## config.mk

```make
export PLATFORM = sky130hd
export DESIGN_NAME = alu_mc
export DESIGN_NICKNAME = d
export VERILOG_FILES = /design/src/rtl/alu_mc.sv
export SDC_FILE = /design/constraint.sdc
export NUM_CORES = 2
export LEC_CHECK = 0
export BUFFER_PORTS_ARGS = -buffer_cell sky130_fd_sc_hd__buf_2
export CAP_MARGIN = 30
export CORE_ASPECT_RATIO = 1.5
export CORE_UTILIZATION = 40
export CTS_BUF_LIST = sky130_fd_sc_hd__clkbuf_4
export DETAILED_ROUTE_END_ITERATION = 7
export HOLD_SLACK_MARGIN = 0.03
export PLACE_DENSITY_LB_ADDON = 0.25
export SLEW_MARGIN = 20
export SYNTH_ARGS = -nofsm -noshare
export SYNTH_HDL_FRONTEND = slang
export SYNTH_SLANG_ARGS = --single-unit
```

## constraint.sdc

```tcl
create_clock -name clk -period 14.52 [get_ports clk]
set_input_delay 4.356 -clock clk [delete_from_list [all_inputs] [get_ports clk]]
set_output_delay 4.356 -clock clk [all_outputs]
set_load 0.05 [all_outputs]
```

## src/rtl/alu_mc.sv

```systemverilog
// Registered multi-cycle ALU: single-cycle logic/arith/shift ops, iterative shift-add MUL,
// NZCV + illegal flags, valid/ready on both sides; accepts only in IDLE, holds result in DONE.
module alu_mc #(
   parameter int N  = 64,
   parameter int SW = $clog2(N)
) (
   input  logic         clk,
   input  logic         reset,
   input  logic         in_valid,
   output logic         in_ready,
   input  logic [N-1:0] a,
   input  logic [N-1:0] b,
   input  logic [3:0]   ALUControl,
   output logic         out_valid,
   input  logic         out_ready,
   output logic [N-1:0] result,
   output logic         zero,
   output logic         negative,
   output logic         carry,
   output logic         overflow,
   output logic         illegal
);

   localparam logic [3:0] OP_AND  = 4'b0000;
   localparam logic [3:0] OP_OR   = 4'b0001;
   localparam logic [3:0] OP_ADD  = 4'b0010;
   localparam logic [3:0] OP_SUB  = 4'b0110;
   localparam logic [3:0] OP_PASS = 4'b0111;
   localparam logic [3:0] OP_LSL  = 4'b1000;
   localparam logic [3:0] OP_LSR  = 4'b1001;
   localparam logic [3:0] OP_MUL  = 4'b1010;

   // EXEC is the single evaluation cycle of non-MUL ops after operands are latched.
   typedef enum logic [1:0] {IDLE, EXEC, MUL, DONE} state_t;

   state_t        state_q, state_d;
   logic [N-1:0]  a_q, a_d;
   logic [N-1:0]  b_q, b_d;
   logic [3:0]    op_q, op_d;
   logic [SW-1:0] cnt_q, cnt_d;
   logic [N-1:0]  acc_q, acc_d;
   logic [N-1:0]  result_q, result_d;
   logic          zero_q, zero_d;
   logic          negative_q, negative_d;
   logic          carry_q, carry_d;
   logic          overflow_q, overflow_d;
   logic          illegal_q, illegal_d;
   logic          out_valid_q, out_valid_d;
   logic          in_ready_q, in_ready_d;

   logic [N:0]    sum, diff;
   logic          shift_big;
   logic [SW-1:0] sh;
   logic [N-1:0]  ex_res;
   logic          ex_c, ex_v, ex_ill;
   logic [N-1:0]  acc_nxt;
   logic          load;
   logic [N-1:0]  new_res;
   logic          new_c, new_v, new_ill;

   always_comb begin
      sum       = {1'b0, a_q} + {1'b0, b_q};
      diff      = {1'b0, a_q} + {1'b0, ~b_q} + {{N{1'b0}}, 1'b1};
      shift_big = (b_q >> SW) != '0;
      sh        = b_q[SW-1:0];
      ex_res    = '0;
      ex_c      = 1'b0;
      ex_v      = 1'b0;
      ex_ill    = 1'b0;
      case (op_q)
         OP_AND:  ex_res = a_q & b_q;
         OP_OR:   ex_res = a_q | b_q;
         OP_ADD: begin
            ex_res = sum[N-1:0];
            ex_c   = sum[N];
            ex_v   = (a_q[N-1] == b_q[N-1]) && (sum[N-1] != a_q[N-1]);
         end
         OP_SUB: begin
            ex_res = diff[N-1:0];
            ex_c   = diff[N];
            ex_v   = (a_q[N-1] != b_q[N-1]) && (diff[N-1] != a_q[N-1]);
         end
         OP_PASS: ex_res = b_q;
         OP_LSL:  ex_res = shift_big ? '0 : (a_q << sh);
         OP_LSR:  ex_res = shift_big ? '0 : (a_q >> sh);
         default: ex_ill = 1'b1;
      endcase
   end

   // Multiplicand shifts left and multiplier right each step, so bit 0 of b_q is the current bit.
   assign acc_nxt = acc_q + (b_q[0] ? a_q : '0);

   always_comb begin
      state_d     = state_q;
      a_d         = a_q;
      b_d         = b_q;
      op_d        = op_q;
      cnt_d       = cnt_q;
      acc_d       = acc_q;
      out_valid_d = out_valid_q;
      load        = 1'b0;
      new_res     = '0;
      new_c       = 1'b0;
      new_v       = 1'b0;
      new_ill     = 1'b0;

      case (state_q)
         IDLE: begin
            if (in_valid) begin
               a_d     = a;
               b_d     = b;
               op_d    = ALUControl;
               cnt_d   = '0;
               acc_d   = '0;
               state_d = (ALUControl == OP_MUL) ? MUL : EXEC;
            end
         end
         EXEC: begin
            load        = 1'b1;
            new_res     = ex_res;
            new_c       = ex_c;
            new_v       = ex_v;
            new_ill     = ex_ill;
            out_valid_d = 1'b1;
            state_d     = DONE;
         end
         MUL: begin
            acc_d = acc_nxt;
            a_d   = a_q << 1;
            b_d   = b_q >> 1;
            cnt_d = cnt_q + SW'(1);
            if (cnt_q == SW'(N - 1)) begin
               load        = 1'b1;
               new_res     = acc_nxt;
               out_valid_d = 1'b1;
               state_d     = DONE;
            end
         end
         DONE: begin
            if (out_ready) begin
               out_valid_d = 1'b0;
               state_d     = IDLE;
            end
         end
         default: state_d = IDLE;
      endcase

      // Result and flags only move on entry to DONE.
      result_d   = load ? new_res : result_q;
      zero_d     = load ? (new_res == '0) : zero_q;
      negative_d = load ? new_res[N-1] : negative_q;
      carry_d    = load ? new_c : carry_q;
      overflow_d = load ? new_v : overflow_q;
      illegal_d  = load ? new_ill : illegal_q;
      in_ready_d = (state_d == IDLE);
   end

   always_ff @(posedge clk or posedge reset) begin
      if (reset) begin
         state_q     <= IDLE;
         a_q         <= '0;
         b_q         <= '0;
         op_q        <= '0;
         cnt_q       <= '0;
         acc_q       <= '0;
         result_q    <= '0;
         zero_q      <= 1'b0;
         negative_q  <= 1'b0;
         carry_q     <= 1'b0;
         overflow_q  <= 1'b0;
         illegal_q   <= 1'b0;
         out_valid_q <= 1'b0;
         in_ready_q  <= 1'b1;
      end else begin
         state_q     <= state_d;
         a_q         <= a_d;
         b_q         <= b_d;
         op_q        <= op_d;
         cnt_q       <= cnt_d;
         acc_q       <= acc_d;
         result_q    <= result_d;
         zero_q      <= zero_d;
         negative_q  <= negative_d;
         carry_q     <= carry_d;
         overflow_q  <= overflow_d;
         illegal_q   <= illegal_d;
         out_valid_q <= out_valid_d;
         in_ready_q  <= in_ready_d;
      end
   end

   assign in_ready  = in_ready_q;
   assign out_valid = out_valid_q;
   assign result    = result_q;
   assign zero      = zero_q;
   assign negative  = negative_q;
   assign carry     = carry_q;
   assign overflow  = overflow_q;
   assign illegal   = illegal_q;

endmodule

```

# Word-level counts from Yosys, hierarchy flattened
# Cells that the tools add are included.
# totals
regBits,275
inputBits,136
output_inout_bits,71
elab_cells,85
# classes
addsub,5
eq_ne,18
n_shift,2
muxes,30
bitwise_logic,3
n_reduce_logical,13
# op_table
op,count
case mux 64 bit (2 select lines),4
2-to-1 mux 64 bit,7
case mux 64 bit (7 select lines),1
adder 64 x 64 -> 65 bit,2
"adder 65 x 1 -> 65 bit, second input constant",1
adder 64 bit,1
bitwise AND 64 bit,1
logical NOT 64 bit,1
NOT 64 bit,1
OR 64 bit,1
nonzero test 64 bit,1
left shift 64 x 6 -> 64 bit,1
>> shifter 64 x 6 -> 64 bit,1
"equality test 4 bit, second input constant",3
case mux 6 bit (2 select lines),1
"equality test 4 x 3 -> 1 bit, second input constant",2
2-to-1 mux 2 bit,4
case mux 2 bit (4 select lines),1
2-to-1 mux 1 bit,7
OR reduction 7 bit,1
"adder 6 x 1 -> 6 bit, second input constant",1
"equality test 6 bit, second input constant",1
2-to-1 mux 6 bit,1
"!= test 2 bit, second input constant",3
15 further kinds,23

# Logic depth before layout (Yosys ltp)
# logic_depth
ltp_word,7
mapped_depth,23
depth_no_buf,18

# Least setup slack after synthesis
# Ideal clock, no wire load.
# synth_timing
kind,reg-to-reg
start,reg b_q[2]
end,reg zero_q (netlist: zero)
setup_time_ps,95
arrival_ps,5641
t_required_ps,14425
setup_slack_ps,8783
path_stages_with_launch,23
n_path_buf,6
period_less_slack_ps,5737
cell_sequence,dfrtp_1 buf_2 inv_1 clkbuf_1 clkbuf_1 clkbuf_1 buf_2 ha_1 clkbuf_1 o21ba_2 or4_1 a21oi_1 o21ai_1 a21oi_1 o21ai_1 o31ai_1 a21oi_1 o41ai_1 mux2i_1 o311ai_0 a22o_1 or4_1 o31ai_1
# synth_via
elab_chain_len,6
elab_cells_between_ends,13
classes_between,add/sub: 3; shift: 2; mux: 4; bitwise: 3; reduce/logical: 1
# synth_lines
item,line_no,source
from (decl),38,"logic [N-1:0] b_q, b_d;"
from (signal assigned),162,b_q <= '0;
from (signal assigned),177,b_q <= b_d;
NOT 64 bit,63,"diff = {1'b0, a_q} + {1'b0, ~b_q} + {{N{1'b0}}, 1'b1};"
adder 64 x 64 -> 65 bit,63,
adder 65 x 1 -> 65 bit,63,
case mux 64 bit (7 select lines) (*),70,case (op_q)
case mux 64 bit (2 select lines) (*),107,case (state_q)
logical NOT 64 bit (*),150,zero_d = load ? (new_res == '0) : zero_q;
to (signal assigned),182,zero_q <= zero_d;
to (decl),43,"logic zero_q, zero_d;"
# Mark *: on every way between the ends. The rest lies on a longest branch, timed or not.
# A chain may end at the register's enable or synchronous reset.

# Worst setup path after layout
# layout_timing
start,reg b_q[3]
end,reg zero_q (netlist: zero)
# The elaborated chain is that of the path after synthesis.

==> insert_results.sql <==
INSERT INTO impl_metrics (metric_group, metric, value, unit) VALUES
('run_status', 'status', 'finished, violations left', ''),
('run_status', 'violated_checks', 'DRC', ''),
('worst_setup_path', 'critPathKind', 'reg2reg', ''),
('yosys', 'syn-num-nets', '5408', ''),
('yosys', 'synth_top_flop_cell', 'dfrtp_1', ''),
('sta', 'grt_setup_unrepaired', 'no', ''),
('yosys', 'netlist.area_leader.share', '17.9', '%'),
('cts', 'ctsHtreeMaxLevel', '3', ''),
('floorplanning', 'row_count', '138', ''),
('cts', 'cts_inserted_buffers', '79', ''),
('detailed_routing', 'dr.first_iter.drc_count', '6036', ''),
('cts', 'clk_pin_slew_worst_paths', '80', 'ps'),
('worst_setup_path', 'r2r_start', 'b_q[3]', ''),
('detailed_routing', 'drc_errors', '1', ''),
('placed_design', 'place_congestion', '1.13', ''),
('sta', 'setup_total_negative_slack', '0', 'ps'),
('yosys', 'yosys-top-cells-area', 'dfrtp_1 (18%), ha_1 (9.0%), mux2i_1 (7.0%)', ''),
('sta', 'maxClockFrequency', '139', 'MHz'),
('detailed_routing', 'detail_route.vias_per_cell', '6.96', ''),
('cts', 'postCtsHoldBufs', '0', ''),
('floorplanning', 'die_height', '381', 'µm'),
('cells_and_area', 'nFillCells', '9980', ''),
('sta', 'hold_viol', '0', ''),
('min_path', 'worst_hold_startpoint', 'result[36]', ''),
('cts', 'cts_tree', 'done', ''),
('grt', 'grt-busiest-layer', 'met2', ''),
('detailed_routing', 'final_antenna_net_count', '0', ''),
('sta', 'period_minus_slack', '7210', 'ps'),
('flow_run', 'timing.max_cap.violations', '0', ''),
('grt', 'global_route_congestion_overflow_total', '0', ''),
('sta', 'slew_headroom', '8.37', '%'),
('placed_design', 'port_buf_inserts', '206', ''),
('worst_setup_path', 'setup.reg_to_reg.worst_slack', '7310', 'ps'),
('cts', 'post_cts_resized', '0', ''),
('cts', 'clock_path_buffers', '3', ''),
('grt', 'grt_use_met1', '56.9', '%'),
('grt', 'grt_pass1_wl', '327000', 'µm'),
('yosys', 'synth_enable_flop_cells', '0', ''),
('yosys', 'synth.yosys.seq_area_share', '17.9', '%'),
('sta', 'timing.final.setup_violations', '0', ''),
('detailed_routing', 'drt_first_pass_iters', '8', ''),
('worst_setup_path', 'critical_path.startpoint_type', 'flop', ''),
('worst_setup_path', 'crit_required', '15410', 'ps'),
('min_path', 'worst_hold_path_type', 'reg2reg', ''),
('sta', 'min_period_over_period', '49.7', '%'),
('worst_setup_path', 'timing.reg2reg.worst_path_depth', '14', ''),
('placed_design', 'post-dp-hpwl', '182000', 'µm'),
('grt', 'met3_track_utilization_from_global_routing', '13.5', '%'),
('yosys', 'synthesis.area_per_instance', '7.66', 'µm²'),
('cells_and_area', 'fraction_of_final_layout_cells_sized_beyond_drive_strength_1', '14.9', '%'),
('grt', 'met2_track_usage_gr', '72.3', '%'),
('cts', 'clk-insertion-delay-late', '1070', 'ps'),
('floorplanning', 'core_area', '94600', 'µm²'),
('sta', 'maxSlewViolCount', '0', ''),
('cts', 'cts_num_sinks', '274', ''),
('worst_setup_path', 'crit_path_max_fanout', '67', ''),
('floorplanning', 'dieArea', '96900', 'µm²'),
('yosys', 'yosys_warnings', '0', ''),
('min_path', 'holdPathStages', '2', ''),
('yosys', 'post_synth_instance_area', '38200', 'µm²'),
('cts', 'clk_root_buffer_cell', 'clkbuf_4', ''),
('yosys', 'synth_cells', '4993', ''),
('grt', 'vias_in_the_first_global_route', '42500', ''),
('detailed_routing', 'finalWirelength', '235000', 'µm'),
('yosys', 'yosysUniqueCellTypes', '97', ''),
('grt', 'groute.usage.overall', '47.9', '%'),
('sta', 'worst_slew_pin_slew', '1370', 'ps'),
('yosys', 'synth_largest_area_cell', 'dfrtp_1', ''),
('grt', 'grt_max_degree', '165', ''),
('yosys', 'async_flop_share', '100', '%'),
('cells_and_area', 'synthToLayoutAreaGrowth', '8.51', '%');
## worst max path at each step
stage                   from       to  cells past startpoint
finish                b_q[3]     zero                     14
global route          b_q[3]     zero                     14
CTS                   b_q[3]     zero                     14
detailed placement  in_valid  b_q[31]                      9
global placement      b_q[1]     zero                     16
floorplan              reset   a_q[0]                      1
## critical path, stage by stage, from the launching register on
cell	delay [ps]
dfrtp_4	860
buf_4	800
buf_4	620
mux4_2	590
mux2i_1	720
a221oi_1	310
a31oi_1	590
o221ai_1	240
o21ai_0	440
nor4b_1	310
nand4_1	140
o41ai_1	530
nand4_1	160
or4_1	420
o31ai_1	200
## placed cells by master (no fill, tap or decap), types with 32 or more instances in the layout
| cell type | count |
|---|---|
| o21bai_1 | 38 |
| ha_1 | 275 |
| nand4_1 | 65 |
| dfrtp_1 | 267 |
| mux2i_1 | 268 |
| inv_1 | 216 |
| nand2_1 | 505 |
| o21ai_0 | 315 |
| o22ai_1 | 63 |
| nand3_1 | 106 |
| mux2_2 | 72 |
| a221oi_1 | 79 |
| xnor2_1 | 86 |
| a221o_1 | 44 |
| buf_2 | 213 |
| o211ai_1 | 63 |
| buf_4 | 146 |
| nand2b_1 | 35 |
| a21oi_1 | 485 |
| a21o_1 | 60 |
| nor3_1 | 70 |
| clkbuf_4 | 116 |
| a211oi_1 | 53 |
| a31oi_1 | 45 |
| a22o_1 | 47 |
| nor4_1 | 64 |
| o31ai_1 | 33 |
| mux4_2 | 114 |
| xor2_1 | 34 |
| o21a_1 | 33 |
| nor2b_1 | 48 |
| nor2_1 | 551 |
| a22oi_1 | 32 |
## synth_stat cells, types with 33 or more instances
| master | instances |
|---|---|
| nor2_1 | 555 |
| nand2_1 | 506 |
| a21oi_1 | 486 |
| o21ai_0 | 317 |
| clkbuf_1 | 296 |
| ha_1 | 276 |
| dfrtp_1 | 273 |
| mux2i_1 | 269 |
| inv_1 | 218 |
| mux4_2 | 114 |
| nand3_1 | 106 |
| xnor2_1 | 86 |
| a221oi_1 | 80 |
| mux2_2 | 72 |
| nor3_1 | 72 |
| nor4_1 | 66 |
| nand4_1 | 65 |
| o211ai_1 | 63 |
| o22ai_1 | 63 |
| a21o_1 | 60 |
| a211oi_1 | 54 |
| nor2b_1 | 51 |
| a22o_1 | 47 |
| a31oi_1 | 45 |
| a221o_1 | 44 |
| buf_2 | 42 |
| buf_1 | 38 |
| o21bai_1 | 38 |
| nand2b_1 | 36 |
| xor2_1 | 34 |
| o21a_1 | 33 |
| o31ai_1 | 33 |
## layout make-up
class | instances | area, µm² | share of cell area (%)
multi-input cells | 4084 | 28900 | 69.6
flip-flops and latches | 274 | 6880 | 16.6
repair buffers | 372 | 2320 | 5.60
well taps | 1260 | 1580 | 3.80
inverters | 223 | 847 | 2.04
clock buffers | 112 | 841 | 2.03
clock inverters | 21 | 116 | 0.280
diodes | 13 | 32.5 | 0.0784
## routing by layer
metal  up-vias  share of wire [%]
li1      18700                  -
met2      3003                 44
met4        24                9.4
met3       875                 10
met5         -              0.061
met1     21700                 37
## per-stage QoR
step | instance area [µm²] | setup slack, ps | utilization [%] | instances
floorplan | 38200 | 2610 | - | 4993
global placement | 40300 | 7590 | 42.6 | 6192
detailed placement | 40400 | 7520 | 42.7 | 6203
CTS | 41300 | 7470 | 43.7 | 6336
global route | 41500 | 7230 | 43.8 | 6349
finish | 41500 | 7310 | 43.9 | 6359
## flip-flops by register name, summed over array words and instances (netlist names)
signal	flops
a_q	64
acc_q	64
overflow	1
cnt_q	6
in_ready	1
state_q	2
b_q	64
zero	1
illegal	1
op_q	4
carry	1
out_valid	1
result	64
## kinds of logic (layout without fill, tap and decap cells)
group | count (synthesis) | in the layout | synth area share (%)
DFF | 274 | 274 | 17.9
muxes | 464 | 464 | 16.5
and+or+nand+nor | 1597 | 1597 | 18.9
AOI/OAI and AO/OA | 1624 | 1624 | 27.8
xor gates and xnor gates | 120 | 120 | 2.75
other | 0 | 13 | 0
buffers and inverters | 635 | 728 | 6.98
adders and majority gates | 279 | 279 | 9.19
Power is not shown: default switching activity piles up to over one toggle a cycle in this logic, so the estimate is an artifact.
